### src/rtl/knn_ctrl.sv
// knn_ctrl: sequencer for a k-nearest-neighbour classifier.
// It holds the query on the comparison systole for LAT cycles, captures the
// K_NUM sorted neighbours, runs a K_NUM-cycle majority vote over their labels
// (ties go to the nearer neighbour) and publishes the winning label, its vote
// count and the nearest distance with a one-cycle done pulse.
module knn_ctrl #(
    parameter int SUM_LEN = 10,
    parameter int LBL_LEN = 10,
    parameter int K_NUM   = 5,
    parameter int LAT     = 20
) (
    input  logic                              clk,
    input  logic                              rst,
    input  logic                              start,
    input  logic                              abort,
    input  logic [K_NUM-1:0][SUM_LEN-1:0]     sys_outS,
    input  logic [K_NUM-1:0][LBL_LEN-1:0]     sys_outL,
    output logic                              sys_sel,
    output logic                              busy,
    output logic                              done,
    output logic [LBL_LEN-1:0]                result_lbl,
    output logic [$clog2(K_NUM+1)-1:0]        result_cnt,
    output logic [SUM_LEN-1:0]                result_dist
);

    localparam int CNT_W  = $clog2(K_NUM + 1);
    localparam int WAIT_W = (LAT > 1) ? $clog2(LAT) : 1;
    localparam int IDX_W  = (K_NUM > 1) ? $clog2(K_NUM) : 1;

    localparam logic [WAIT_W-1:0] WAIT_LOAD = WAIT_W'(LAT - 1);
    localparam logic [IDX_W-1:0]  IDX_LAST  = IDX_W'(K_NUM - 1);

    typedef enum logic [1:0] {
        IDLE = 2'd0,
        WAIT = 2'd1,
        VOTE = 2'd2,
        DONE = 2'd3
    } state_t;

    state_t                          state;
    logic [WAIT_W-1:0]               wait_cnt;
    logic [IDX_W-1:0]                idx;
    logic [CNT_W-1:0]                best_cnt;
    logic [LBL_LEN-1:0]              best_lbl;
    logic [K_NUM-1:0][SUM_LEN-1:0]   cap_sum;
    logic [K_NUM-1:0][LBL_LEN-1:0]   cap_lbl;

    logic [CNT_W-1:0]                vote_cnt;
    logic                            vote_win;
    logic [CNT_W-1:0]                nxt_cnt;
    logic [LBL_LEN-1:0]              nxt_lbl;

    // Only the nearest captured sum drives an output; the remaining captured
    // sums are kept so the whole neighbour set is frozen together.
    logic unused_cap_sum;
    assign unused_cap_sum = ^cap_sum;

    // Count how many captured labels match the candidate at idx and decide
    // whether it strictly beats the best so far (equal counts keep the nearer).
    always_comb begin
        vote_cnt = '0;
        for (int j = 0; j < K_NUM; j++) begin
            if (cap_lbl[j] == cap_lbl[idx]) begin
                vote_cnt = vote_cnt + CNT_W'(1);
            end
        end
        vote_win = (vote_cnt > best_cnt);
        nxt_cnt  = vote_win ? vote_cnt     : best_cnt;
        nxt_lbl  = vote_win ? cap_lbl[idx] : best_lbl;
    end

    // Control FSM with registered outputs; abort overrides every state and
    // leaves the published result untouched.
    always_ff @(posedge clk or posedge rst) begin
        if (rst) begin
            state       <= IDLE;
            wait_cnt    <= '0;
            idx         <= '0;
            best_cnt    <= '0;
            best_lbl    <= '0;
            cap_sum     <= '0;
            cap_lbl     <= '0;
            sys_sel     <= 1'b0;
            busy        <= 1'b0;
            done        <= 1'b0;
            result_lbl  <= '0;
            result_cnt  <= '0;
            result_dist <= '0;
        end else begin
            done <= 1'b0;
            if (abort) begin
                state   <= IDLE;
                sys_sel <= 1'b0;
                busy    <= 1'b0;
            end else begin
                case (state)
                    IDLE: begin
                        if (start) begin
                            state    <= WAIT;
                            wait_cnt <= WAIT_LOAD;
                            sys_sel  <= 1'b1;
                            busy     <= 1'b1;
                        end
                    end
                    WAIT: begin
                        if (wait_cnt == '0) begin
                            cap_sum  <= sys_outS;
                            cap_lbl  <= sys_outL;
                            idx      <= '0;
                            best_cnt <= '0;
                            best_lbl <= '0;
                            sys_sel  <= 1'b0;
                            state    <= VOTE;
                        end else begin
                            wait_cnt <= wait_cnt - WAIT_W'(1);
                        end
                    end
                    VOTE: begin
                        best_cnt <= nxt_cnt;
                        best_lbl <= nxt_lbl;
                        if (idx == IDX_LAST) begin
                            // Publish together with done so the result is
                            // visible in the same cycle as the pulse.
                            state       <= DONE;
                            done        <= 1'b1;
                            result_lbl  <= nxt_lbl;
                            result_cnt  <= nxt_cnt;
                            result_dist <= cap_sum[0];
                        end else begin
                            idx <= idx + IDX_W'(1);
                        end
                    end
                    DONE: begin
                        state <= IDLE;
                        busy  <= 1'b0;
                    end
                    default: begin
                        state   <= IDLE;
                        sys_sel <= 1'b0;
                        busy    <= 1'b0;
                    end
                endcase
            end
        end
    end

endmodule

### config.mk
export PLATFORM = sky130hd
export DESIGN_NAME = knn_ctrl
export DESIGN_NICKNAME = d
export VERILOG_FILES = /design/src/rtl/knn_ctrl.sv
export SDC_FILE = /design/constraint.sdc
export NUM_CORES = 1
export LEC_CHECK = 0
export CAP_MARGIN = 20
export CELL_PAD_IN_SITES_DETAIL_PLACEMENT = 0
export CELL_PAD_IN_SITES_GLOBAL_PLACEMENT = 1
export CORE_MARGIN = 2
export CORE_UTILIZATION = 40
export CTS_CLUSTER_SIZE = 25
export DETAILED_ROUTE_END_ITERATION = 8
export GPL_TIMING_DRIVEN = 0
export PLACE_DENSITY_LB_ADDON = 0.1
export SLEW_MARGIN = 5
export SYNTH_ARGS = -nofsm -noshare
export SYNTH_HDL_FRONTEND = slang
export SYNTH_SLANG_ARGS = --single-unit
export TNS_END_PERCENT = 10
### constraint.sdc
create_clock -name clk -period 7 [get_ports clk]
set_input_delay 1.75 -clock clk [delete_from_list [all_inputs] [get_ports clk]]
set_output_delay 1.75 -clock clk [all_outputs]
set_load 0.005 [all_outputs]
After elaboration in Yosys (flattened, before gate mapping)
Cells that the tools add are included.
{"block": "classes", "add_sub_neg": 6, "multipliers": 0, "div_mod_pow": 0, "order_cmp": 2, "n_eq_ne": 16, "shift": 0, "mux": 32, "bitwise_logic": 1, "reduce_logical": 14}
{"cell": "== test 10 bit", "n": 5}
{"cell": "binary-select mux 10 bit (select 3 bit)", "n": 1}
{"cell": "two-way mux 10 bit", "n": 3}
{"cell": "two-way mux 3 bit", "n": 7}
{"cell": "case mux 10 bit (2 select lines)", "n": 1}
{"cell": "adder 3 x 1 -> 3 bit (second input constant)", "n": 5}
{"cell": "AND reduction 3 bit", "n": 5}
{"cell": "case mux 3 bit (2 select lines)", "n": 2}
{"cell": "two-way mux 5 bit", "n": 2}
{"cell": "case mux 5 bit (2 select lines)", "n": 1}
{"cell": "!= test 3 bit (second input constant)", "n": 3}
{"cell": "two-way mux 1 bit", "n": 8}
{"cell": "two-way mux 2 bit", "n": 4}
{"cell": "!= test 2 bit (second input constant)", "n": 4}
{"cell": "case mux 2 bit (4 select lines)", "n": 1}
{"cell": "AND reduction 4 bit", "n": 2}
{"cell": "nonzero test 3 bit", "n": 2}
{"cell": "zero test 5 bit", "n": 1}
{"cell": "subtractor 5 x 1 -> 5 bit (second input constant)", "n": 1}
{"cell": "== test 2 bit (second input constant)", "n": 2}
{"cell": "less-than comparator 3 x 4 -> 1 bit (second input constant)", "n": 1}
{"cell": "case mux 1 bit (2 select lines)", "n": 2}
{"cell": "nonzero test 2 bit", "n": 2}
{"cell": "== test 3 bit (second input constant)", "n": 1}
{"cell": "5 further kinds", "n": 5}
{"block": "totals", "reg_bits": 109, "latchBits": 0, "ramBits": 0, "romBits": 0, "inputBits": 104, "out_inout_bits": 26, "elab_cells": 88, "mem_count": 0}

Longest topological paths before layout
Gate-level depths: netlist of the first run.
{"block": "depth", "word_depth": 15, "ltp_mapped": 28, "mapped_depth_nobuf": 24}

Worst setup path after synthesis of the first run
Ideal clock, no wire load.
{"block": "synth_path", "kind": "reg2reg", "startpoint": "register idx[1]", "endpoint": "register best_lbl[5]", "setup_ns": 0.085, "arrival_ns": 5.377, "required_time_ns": 6.915, "slack_ns": 1.538, "stages_incl_launch_ff": 26, "n_path_buf": 5, "period_less_slack_ns": 5.462, "path_cell_list": "dfrtp_1 buf_6 buf_12 buf_6 buf_2 mux2i_1 o22ai_1 a41oi_1 xnor2_1 nor4_1 and4_1 ha_1 xor2_1 inv_1 ha_1 mux2_4 ha_1 mux2_4 ha_1 a21o_1 a21oi_1 a31oi_1 o21ai_0 clkbuf_1 nand2_1 o21ai_0"}
{"block": "synth_via", "elab_chain_len": 15, "elab_cells_between_ends": 19, "classes_between": "4 x add/sub; 1 x order compare; 5 x eq/ne; 9 x mux"}
{"item": "from (decl)", "line_no": "42", "text": "logic [IDX_W-1:0] idx;"}
{"item": "from (signal assigned)", "line_no": "130", "text": "idx <= idx + IDX_W'(1);"}
{"item": "binary-select mux 10 bit (select 3 bit) *", "line_no": "63, 69"}
{"item": "two-way mux 10 bit (not written as such) *", "line_no": "63, 69"}
{"item": "== test 10 bit", "line_no": "63", "text": "if (cap_lbl[j] == cap_lbl[idx]) begin"}
{"item": "two-way mux 1 bit", "line_no": "63"}
{"item": "adder 3 x 1 -> 3 bit", "line_no": "64", "text": "vote_cnt = vote_cnt + CNT_W'(1);"}
{"item": "two-way mux 3 bit", "line_no": "63"}
{"item": "adder 3 x 1 -> 3 bit", "line_no": "64"}
{"item": "two-way mux 3 bit", "line_no": "63"}
{"item": "adder 3 x 1 -> 3 bit", "line_no": "64"}
{"item": "two-way mux 3 bit", "line_no": "63"}
{"item": "adder 3 x 1 -> 3 bit", "line_no": "64"}
{"item": "two-way mux 3 bit", "line_no": "63"}
{"item": "> comparator 3 bit", "line_no": "67", "text": "vote_win = (vote_cnt > best_cnt);"}
{"item": "two-way mux 10 bit *", "line_no": "69", "text": "nxt_lbl = vote_win ? cap_lbl[idx] : best_lbl;"}
{"item": "case mux 10 bit (2 select lines) *", "line_no": "96", "text": "case (state)"}
{"item": "to (signal assigned)", "line_no": "120", "text": "best_lbl <= nxt_lbl;"}
{"item": "to (decl)", "line_no": "44", "text": "logic [LBL_LEN-1:0] best_lbl;"}
Mark *: on every way between the ends. The rest lies on a longest branch, timed or not. The select of a mux whose other input is x is not followed.
A chain may end at the register's enable or synchronous reset.

Final worst setup path of the first run
{"block": "layout_path", "startpoint": "register idx[2]", "endpoint": "register best_lbl[6]"}
The elaborated chain is that of the path after synthesis.

==> results of run 1 <==
==> cell usage after synthesis, types with 3 or more instances <==
cell | number | area share, %
sky130_fd_sc_hd__o221ai_1 | 4 | 0.54
sky130_fd_sc_hd__buf_6 | 3 | 0.52
sky130_fd_sc_hd__nand3_1 | 8 | 0.62
sky130_fd_sc_hd__or2_2 | 4 | 0.39
sky130_fd_sc_hd__clkbuf_1 | 23 | 1.3
sky130_fd_sc_hd__a22oi_1 | 6 | 0.70
sky130_fd_sc_hd__mux2i_1 | 25 | 3.9
sky130_fd_sc_hd__nand2_1 | 89 | 5.2
sky130_fd_sc_hd__o22a_1 | 4 | 0.54
sky130_fd_sc_hd__a22o_1 | 5 | 0.68
sky130_fd_sc_hd__nand2b_1 | 9 | 0.87
sky130_fd_sc_hd__a21oi_1 | 14 | 1.1
sky130_fd_sc_hd__or3_1 | 3 | 0.29
sky130_fd_sc_hd__and3_1 | 4 | 0.39
sky130_fd_sc_hd__mux2_2 | 62 | 11
sky130_fd_sc_hd__xor2_1 | 13 | 1.8
sky130_fd_sc_hd__o22ai_1 | 10 | 0.97
sky130_fd_sc_hd__a2111oi_0 | 3 | 0.41
sky130_fd_sc_hd__and2_1 | 3 | 0.29
sky130_fd_sc_hd__a21o_1 | 6 | 0.70
sky130_fd_sc_hd__buf_2 | 3 | 0.23
sky130_fd_sc_hd__nor3b_1 | 7 | 0.82
sky130_fd_sc_hd__xnor2_1 | 24 | 3.3
sky130_fd_sc_hd__nor3_1 | 11 | 0.85
sky130_fd_sc_hd__o21ai_0 | 44 | 3.4
sky130_fd_sc_hd__nor2_1 | 23 | 1.3
sky130_fd_sc_hd__o31ai_1 | 3 | 0.35
sky130_fd_sc_hd__a31oi_1 | 3 | 0.29
sky130_fd_sc_hd__nand4bb_1 | 4 | 0.70
sky130_fd_sc_hd__dfrtp_1 | 109 | 42
sky130_fd_sc_hd__ha_1 | 16 | 3.1
sky130_fd_sc_hd__inv_1 | 23 | 1.3
sky130_fd_sc_hd__o211ai_1 | 4 | 0.47
sky130_fd_sc_hd__nor2b_1 | 3 | 0.29
sky130_fd_sc_hd__nand4_1 | 3 | 0.29
==> stage by stage <==
step	utilization (%)	total power, mW	hold slack, ns	cell area, um^2	std cells
2_1_floorplan	-	1.74	0.433	6440	629
3_3_place_gp	48.0	2.20	0.441	7590	933
3_5_place_dp	48.2	2.21	0.453	7620	934
4_1_cts	49.9	2.72	0.466	7910	950
5_1_grt	50.1	2.93	0.499	7930	950
6_report	50.1	2.73	0.466	7930	950
==> report_power, final <==
| group | total [mW] | switching, mW | internal, mW |
|---|---|---|---|
| Sequential | 0.974 | 0.175 | 0.800 |
| Combinational | 1.25 | 0.664 | 0.581 |
| Clock | 0.505 | 0.256 | 0.249 |
| Total | 2.73 | 1.10 | 1.63 |
==> registers in the layout, indices dropped and copies added (netlist names), 5 cells and up <==
| name | count |
|---|---|
| cap_sum | 10 |
| wait_cnt | 5 |
| result_dist | 10 |
| best_lbl | 10 |
| result_lbl | 10 |
| cap_lbl | 50 |
==> worst max-delay path, stage by stage, from the launching register on <==
cell and delay (ns):
sky130_fd_sc_hd__dfrtp_1 0.51, sky130_fd_sc_hd__buf_2 0.29, sky130_fd_sc_hd__buf_1 0.45, sky130_fd_sc_hd__mux2i_1 0.59, sky130_fd_sc_hd__xnor2_1 0.20, sky130_fd_sc_hd__nor4_1 0.46
sky130_fd_sc_hd__and4_1 0.37, sky130_fd_sc_hd__ha_1 0.29, sky130_fd_sc_hd__xor2_1 0.24, sky130_fd_sc_hd__inv_1 0.07, sky130_fd_sc_hd__ha_1 0.27, sky130_fd_sc_hd__mux2_4 0.29
sky130_fd_sc_hd__ha_1 0.32, sky130_fd_sc_hd__mux2_4 0.29, sky130_fd_sc_hd__ha_1 0.31, sky130_fd_sc_hd__a21o_1 0.16, sky130_fd_sc_hd__a21oi_1 0.36, sky130_fd_sc_hd__a31oi_2 0.14
sky130_fd_sc_hd__o21ai_0 0.37, sky130_fd_sc_hd__clkbuf_2 0.30, sky130_fd_sc_hd__nand2_1 0.08, sky130_fd_sc_hd__o21ai_0 0.07
==> timing repair <==
action	4_1_cts	5_1_grt
setup endpoints to repair	0	24
gates resized for setup	0	9
setup buffers	0	1
hold buffers	0	0
==> cell type report <==
cell class / instances / area (um^2)
Buffer: 33 / 193
Clock buffer: 10 / 229
Clock inverter: 6 / 52.6
Fill cell: 1492 / 7890
Inverter: 24 / 95.1
Multi-Input combinational cell: 462 / 3450
Sequential cell: 109 / 2730
Tap cell: 216 / 270
Timing Repair Buffer: 90 / 916
==> layer usage <==
| metal | vias up | track usage [%] | part of all wire [%] |
|---|---|---|---|
| met3 | 24 | 4.36 | 4.3 |
| li1 | 2448 | - | - |
| met2 | 156 | 36.0 | 47 |
| met1 | 2579 | 32.2 | 47 |
| met5 | - | 0 | 0 |
| met4 | 0 | 5.32 | 1.6 |
==> kinds of logic after synthesis <==
kind of cell | share of synthesized area [%]
AO/OA/AOI/OAI | 14.5
XOR/XNOR | 5.03
adder cells (fa/ha/maj) | 3.11
buffers and inverters | 4.41
flip-flops | 42.4
multiplexers | 16.2
AND/OR/NAND/NOR | 14.4
==> worst max-delay path by stage <==
stage / to / slack (ns) / depth (start not counted) / from
after global routing: best_lbl[3] / 0.09 / 22 / idx[0]
after detailed placement: best_lbl[3] / 0.09 / 23 / idx[0]
after CTS: best_lbl[6] / 0.03 / 23 / idx[0]
final: best_lbl[6] / 0.50 / 21 / idx[2]
after floorplan: best_lbl[5] / 1.54 / 25 / idx[1]
after global placement: best_lbl[1] / 0.12 / 23 / idx[0]
==> results summary, run 1 <==
The run finished with clean final reports. The final hold violation count is 0. Leaving out fill and tap cells, the most frequent cells in the layout are sky130_fd_sc_hd__dfrtp_1, sky130_fd_sc_hd__nand2_1, sky130_fd_sc_hd__clkdlybuf4s50_1, sky130_fd_sc_hd__mux2_2, sky130_fd_sc_hd__o21ai_0. Clock tree synthesis selected as its root buffer the cell sky130_fd_sc_hd__clkbuf_16. The path with the worst hold slack has its endpoint at result_dist[9]. The static leakage came out at 3.41 nW. In this run the worst path has a maximum fanout of 10. After detailed routing, the average wire length per cell comes to 19.6 um.

The HPWL reported at the end of detailed placement came out at 14300 um. The fraction of layout cells with a size suffix above 1 came out at 16.1%. When the netlist entered floorplanning its net count stood at 749. The total wire length after detailed routing is 18700 um. The worst hold path belongs to the class reg2reg. The reported max-cap violation count came out at 0. Setup repair after global routing left no endpoint under its margin. The number of flops mapped to enable cells by yosys is 0.

The final critical-path share of the clock period came out at 92.9%. The number of port buffers is 88. After synthesis the netlist holds a flip-flop and latch count of 109. The clock reaches the later pin of the worst-skew pair after 0.36 ns. TritonCTS built the clock tree.

The number of top-level pins is 130. The wire length of the first global-routing pass came out at 29100 um. The library cell used most frequently in the layout, excluding fill and tap cells, is sky130_fd_sc_hd__dfrtp_1. The core area is 15800 um^2.

The final count of negative-setup-slack endpoints is 0. The cell count after synthesis came out at 629. The share of the Yosys chip area taken by registers is 42.4%. The worst register-to-register path has a depth of 21. The routability congestion estimate from global placement is 0.950. The number of remaining DRC errors is 0. CTS built an H-tree with a depth of 3. The pre-CTS setup slack came out at 0.0939 ns. The area growth from synthesis to layout came out at 23.2%. STA puts the critical path data required time at 7.27 ns. The cell area after synthesis came out at 6440 um^2.

For the finished layout, the period the worst path requires is 6.50 ns. The upper clock frequency limit is 0.154 GHz. Clock-pin slew was measured on the worst setup and hold paths at 0.08 ns. The normalized max-slew margin is 43.3%. The number of buffers inserted during clock tree synthesis came out at 9. The clock sink count came out at 109.

The floorplan step set the die width to 131 um. The reg-to-reg critical path startpoint is idx[2]. The power density of the placed cells came out at 344 nW/um^2. By startpoint and endpoint, the worst setup path is classified as reg2reg.

In the synthesized netlist the dominant register cell turns out to be sky130_fd_sc_hd__dfrtp_1. The capture instance of the worst register-to-register path is best_lbl[6]. Counting instances, the worst hold path has a depth of 2. The number of diodes is 0. The maximum number of pins on one net before global-route repair came out at 58.

After synthesis, the share of flip-flops with an asynchronous set or reset is 100%. The first routing iteration left 341 violations. The final count of pins violating max slew was 0. In this run the register-to-register setup slack is 0.50 ns. The overall overflow remaining after global route is 0. The number of antenna violations at the first check in global routing is 0. The synthesized area divided by synthesized cell count came out at 10.2 um^2. STA classifies the critical path startpoint as a flop. The total vias in the final route came out at 5207.

The vias per cell came out at 5.48. The remaining antenna violation count came out at 0. Across every metal layer, demand over resource in global routing totals 22.7%. The via count of the first global-routing pass is 5084.

The floorplan has 46 rows. The element type at the critical path end is a flop. Across the VDD grid, the largest voltage drop is 0.138 mV. In this run the most critical hold path is launched from cap_sum[9]. After layout, the worst setup slack is 0.496 ns. In this run, distinct cell masters in the synthesized netlist total 77. Setup total negative slack on the finished layout was measured at 0 ns. The clock passes through at most 2 buffers.

The signal arrival time at the worst endpoint came out at 6.78 ns. The die outline area came out at 17100 um^2. At the pin with the least slew margin, the transition time is 0.850 ns. Yosys printed 0 warnings. Once the floorplan was initialized, standard cells occupied 40.7% of the core. The worst setup skew after layout is 0.0135 ns. Before antenna repair, the detailed router went through 5 iterations.

The die height is 131 um. The final net count is 849.
No activity file was read; power rests on OpenSTA's default activity.
==> run 2: changes to the inputs <==
GPL_TIMING_DRIVEN = 1   (was 0)
clock period = 6 ns   (was 7 ns; I/O delays follow)
==> results summary, run 2 (synthesized netlist as in run 1, its figures left out) <==
The effective utilization at floorplan is 40.7% (unchanged). The number of buffers added to fix hold violations after cts came out at 0 (unchanged). The worst ir drop on vdd came out at 0.175 mV (+27%). The flip-flop count of the largest register, all copies and words added came out at 50 (unchanged). The normalized max-slew margin came out at 35.1% (-8.2 points). TritonCTS built the clock tree. The final critical path time including I/O delays and setup came out at 5.64 ns (-0.867 ns).

The count of standard-cell rows is 46 (unchanged). The path depth of the worst reg2reg path came out at 20 (-4.8%). The number of antenna violations at the first check in global routing came out at 0 (unchanged).

The worst path required time was 6.27 ns (-1.00 ns). STA classifies the critical path endpoint as a flop. In this run the most critical hold path is launched from cap_sum[5]. The upper clock frequency limit was 0.177 GHz (+15%). The final net count is 857 (+0.94%).

The total wire length after detailed routing is 17200 um (-8.1%). The number of port buffers was 89 (+1.1%). The cell sitting at the root of the clock tree is a sky130_fd_sc_hd__clkbuf_16. The number of top-level pins came out at 130 (unchanged).

The wire length of the first global-routing pass came to 27400 um (-6.0%). The total routing usage reported by global routing is 20.9% (-1.8 points). The core area is 15800 um^2 (unchanged).

The endpoint identified for the worst register-to-register timing path is best_lbl[4]. The design internal power is 1.98 mW (+21%). The tightest min-delay check is of the reg2reg type.

The overall overflow remaining after global route came out at 0 (unchanged). The flow ran to the end, and the final reports show no timing, DRC or antenna violations. Setup repair after global routing left no endpoint under its margin. The final design area excluding fillers came out at 8050 um^2 (+1.5%). The critical path in this run is classified as reg2reg. The number of remaining DRC errors came out at 0 (unchanged). The slack of the worst reg-to-reg path was 0.36 ns (-0.13 ns).

The number of violations reported at the end of detailed-routing iteration 0 came out at 382 (+12%). The placed instance area came to 7730 um^2 (+1.4%). The number of buffers on the longest clock path is 2 (unchanged). The final total negative setup slack is 0 ns (unchanged).

The number of filler instances in the final layout is 1467 (-1.7%). In the layout the commonest cells are sky130_fd_sc_hd__dfrtp_1, sky130_fd_sc_hd__nand2_1, sky130_fd_sc_hd__clkdlybuf4s50_1, sky130_fd_sc_hd__mux2_2, sky130_fd_sc_hd__o21ai_0. The total vias in the final route is 5182 (-0.48%). The clock sink count is 109 (unchanged). The reported max-cap violation count came out at 0 (unchanged). The signal arrival time at the worst endpoint is 5.91 ns (-0.87 ns). The remaining antenna violation count came out at 0 (unchanged). The insertion delay to the later sink of the worst-skew pair came out at 0.36 ns (about the same).

The final hold violation count is 0 (unchanged). The static leakage is 3.51 nW (+3.0%). The via count of the first global-routing pass came out at 5055 (-0.57%).

The final critical-path share of the clock period came to 93.9% (+1.0 points). The minimum hold slack is 0.468 ns (+0.00229 ns). The clock transition at the register clock pins on the worst setup and hold paths after CTS came out at 0.08 ns (about the same). More flip-flops sit in one register than any other, and that register is cap_lbl.

The worst setup skew after layout came out at 0.00774 ns (-0.00577 ns). The die outline width was 131 um (unchanged). The kind of launch point of the worst setup path is a flop.

The routed wirelength normalized by instance count is 17.9 um (-8.9%). The maximum level of the CTS H-tree is 3 (unchanged). The number of buffers inserted during clock tree synthesis came to 9 (unchanged). The number of diodes is 0 (unchanged). The final cell utilization of the core came to 50.9% (+0.76 points).

The sequential group share of total power is 34.9% (-0.9 points). The fraction of power consumed by the clock network came out at 18.4% (about the same). The combinational cell fraction of total power came out at 46.7% (+1.0 points). The final count of pins violating max slew is 0 (unchanged).

The largest fanout on the critical path came to 14 (+4). Leaving out fill and tap cells, the most frequent cell in the layout is sky130_fd_sc_hd__dfrtp_1. The maximum number of pins on one net before global-route repair was 76 (+31%). The fraction of layout cells with a size suffix above 1 came out at 19.9% (+3.9 points). The routability congestion estimate from global placement is 0.960 (+1.1%). The die height is 131 um (unchanged).

The total power consumption of the routed design came out at 3.24 mW (+19%). The net switching power figure came out at 1.26 mW (+15%). The HPWL reported at the end of detailed placement was 13100 um (-8.5%). The actual slew at the worst max-slew pin came out at 0.949 ns (+0.0984 ns). The final count of negative-setup-slack endpoints came out at 0 (unchanged). The area growth from synthesis to layout came out at 25.1%.

The power density of the placed cells is 402 nW/um^2 (+17%). The die outline area came out at 17100 um^2 (unchanged). The number of cells on the worst hold path was 2 (unchanged). The vias per cell came out at 5.41 (-1.3%). The worst hold path terminates at result_dist[5]. The fraction of power spent switching nets came out at 38.9% (-1.3 points). In this run the critical register-to-register path is launched from idx[1]. The iteration count of the initial detailed-routing pass is 5 (unchanged).
==> run 2: area by class of cell <==
class	count	area (um^2)	area share [%]
multi-input cells	462	3430	42.6
well taps	216	270	3.36
clock inverters	7	76.3	0.948
clock buffers	9	225	2.80
inverters	24	92.6	1.15
repair buffers	131	1220	15.2
flip-flops and latches	109	2730	33.9
==> run 2: worst max-delay path by stage <==
stage,endpoint,startpoint,slack (ns),cells past startpoint
2_1_floorplan,best_lbl[5],idx[1],0.54,25
3_3_place_gp,best_lbl[1],idx[1],0.22,20
3_5_place_dp,best_lbl[4],idx[1],0.20,20
4_1_cts,best_lbl[4],idx[1],0.15,20
5_1_grt,best_lbl[1],idx[1],0.03,20
6_report,best_lbl[4],idx[1],0.36,20
==> run 2: power groups by stage <==
stage	Combinational (mW)	Clock (mW)	Sequential, mW
after floorplan	0.938	0	1.09
after global placement	1.48	0	1.14
after detailed placement	1.51	0	1.15
after CTS	1.51	0.618	1.13
after global routing	1.68	0.642	1.17
final	1.51	0.595	1.13
==> run 2: per-layer routing <==
layer / vias up / GRT usage [%] / wire length [um]
li1: 2478 / - / -
met1: 2509 / 29.2 / 7970
met2: 176 / 33.9 / 8000
met3: 19 / 3.42 / 965
met4: 0 / 5.63 / 229
met5: - / 0 / 0
==> run 2: per-stage QoR <==
| stage | cells | setup WS, ns |
|---|---|---|
| 2_1_floorplan | 629 | 0.538 |
| 3_3_place_gp | 941 | 0.223 |
| 3_5_place_dp | 941 | 0.202 |
| 4_1_cts | 957 | 0.153 |
| 5_1_grt | 958 | 0.0308 |
| 6_report | 958 | 0.364 |
==> run 2: critical path, stage by stage (launching register included) <==
cell and delay [ns]:
sky130_fd_sc_hd__dfrtp_4 0.62, sky130_fd_sc_hd__mux2_2 0.39, sky130_fd_sc_hd__a22oi_1 0.21, sky130_fd_sc_hd__and2_0 0.24, sky130_fd_sc_hd__xnor2_1 0.12, sky130_fd_sc_hd__nor4_1 0.42, sky130_fd_sc_hd__and4_1 0.35, sky130_fd_sc_hd__ha_1 0.28
sky130_fd_sc_hd__xor2_1 0.20, sky130_fd_sc_hd__inv_1 0.06, sky130_fd_sc_hd__ha_1 0.28, sky130_fd_sc_hd__mux2_4 0.28, sky130_fd_sc_hd__ha_1 0.31, sky130_fd_sc_hd__mux2_4 0.28, sky130_fd_sc_hd__ha_1 0.30, sky130_fd_sc_hd__a21o_1 0.11
sky130_fd_sc_hd__a21oi_1 0.07, sky130_fd_sc_hd__a31oi_1 0.33, sky130_fd_sc_hd__inv_1 0.10, sky130_fd_sc_hd__or2_2 0.39, sky130_fd_sc_hd__o21ai_0 0.19
==> run 2: timing repair <==
| item | in CTS | in global routing |
|---|---|---|
| endpoints found under the hold margin | 0 | 0 |
| resized for setup | 0 | 5 |
| setup buffers | 0 | 1 |
| endpoints found under the setup margin | 0 | 24 |
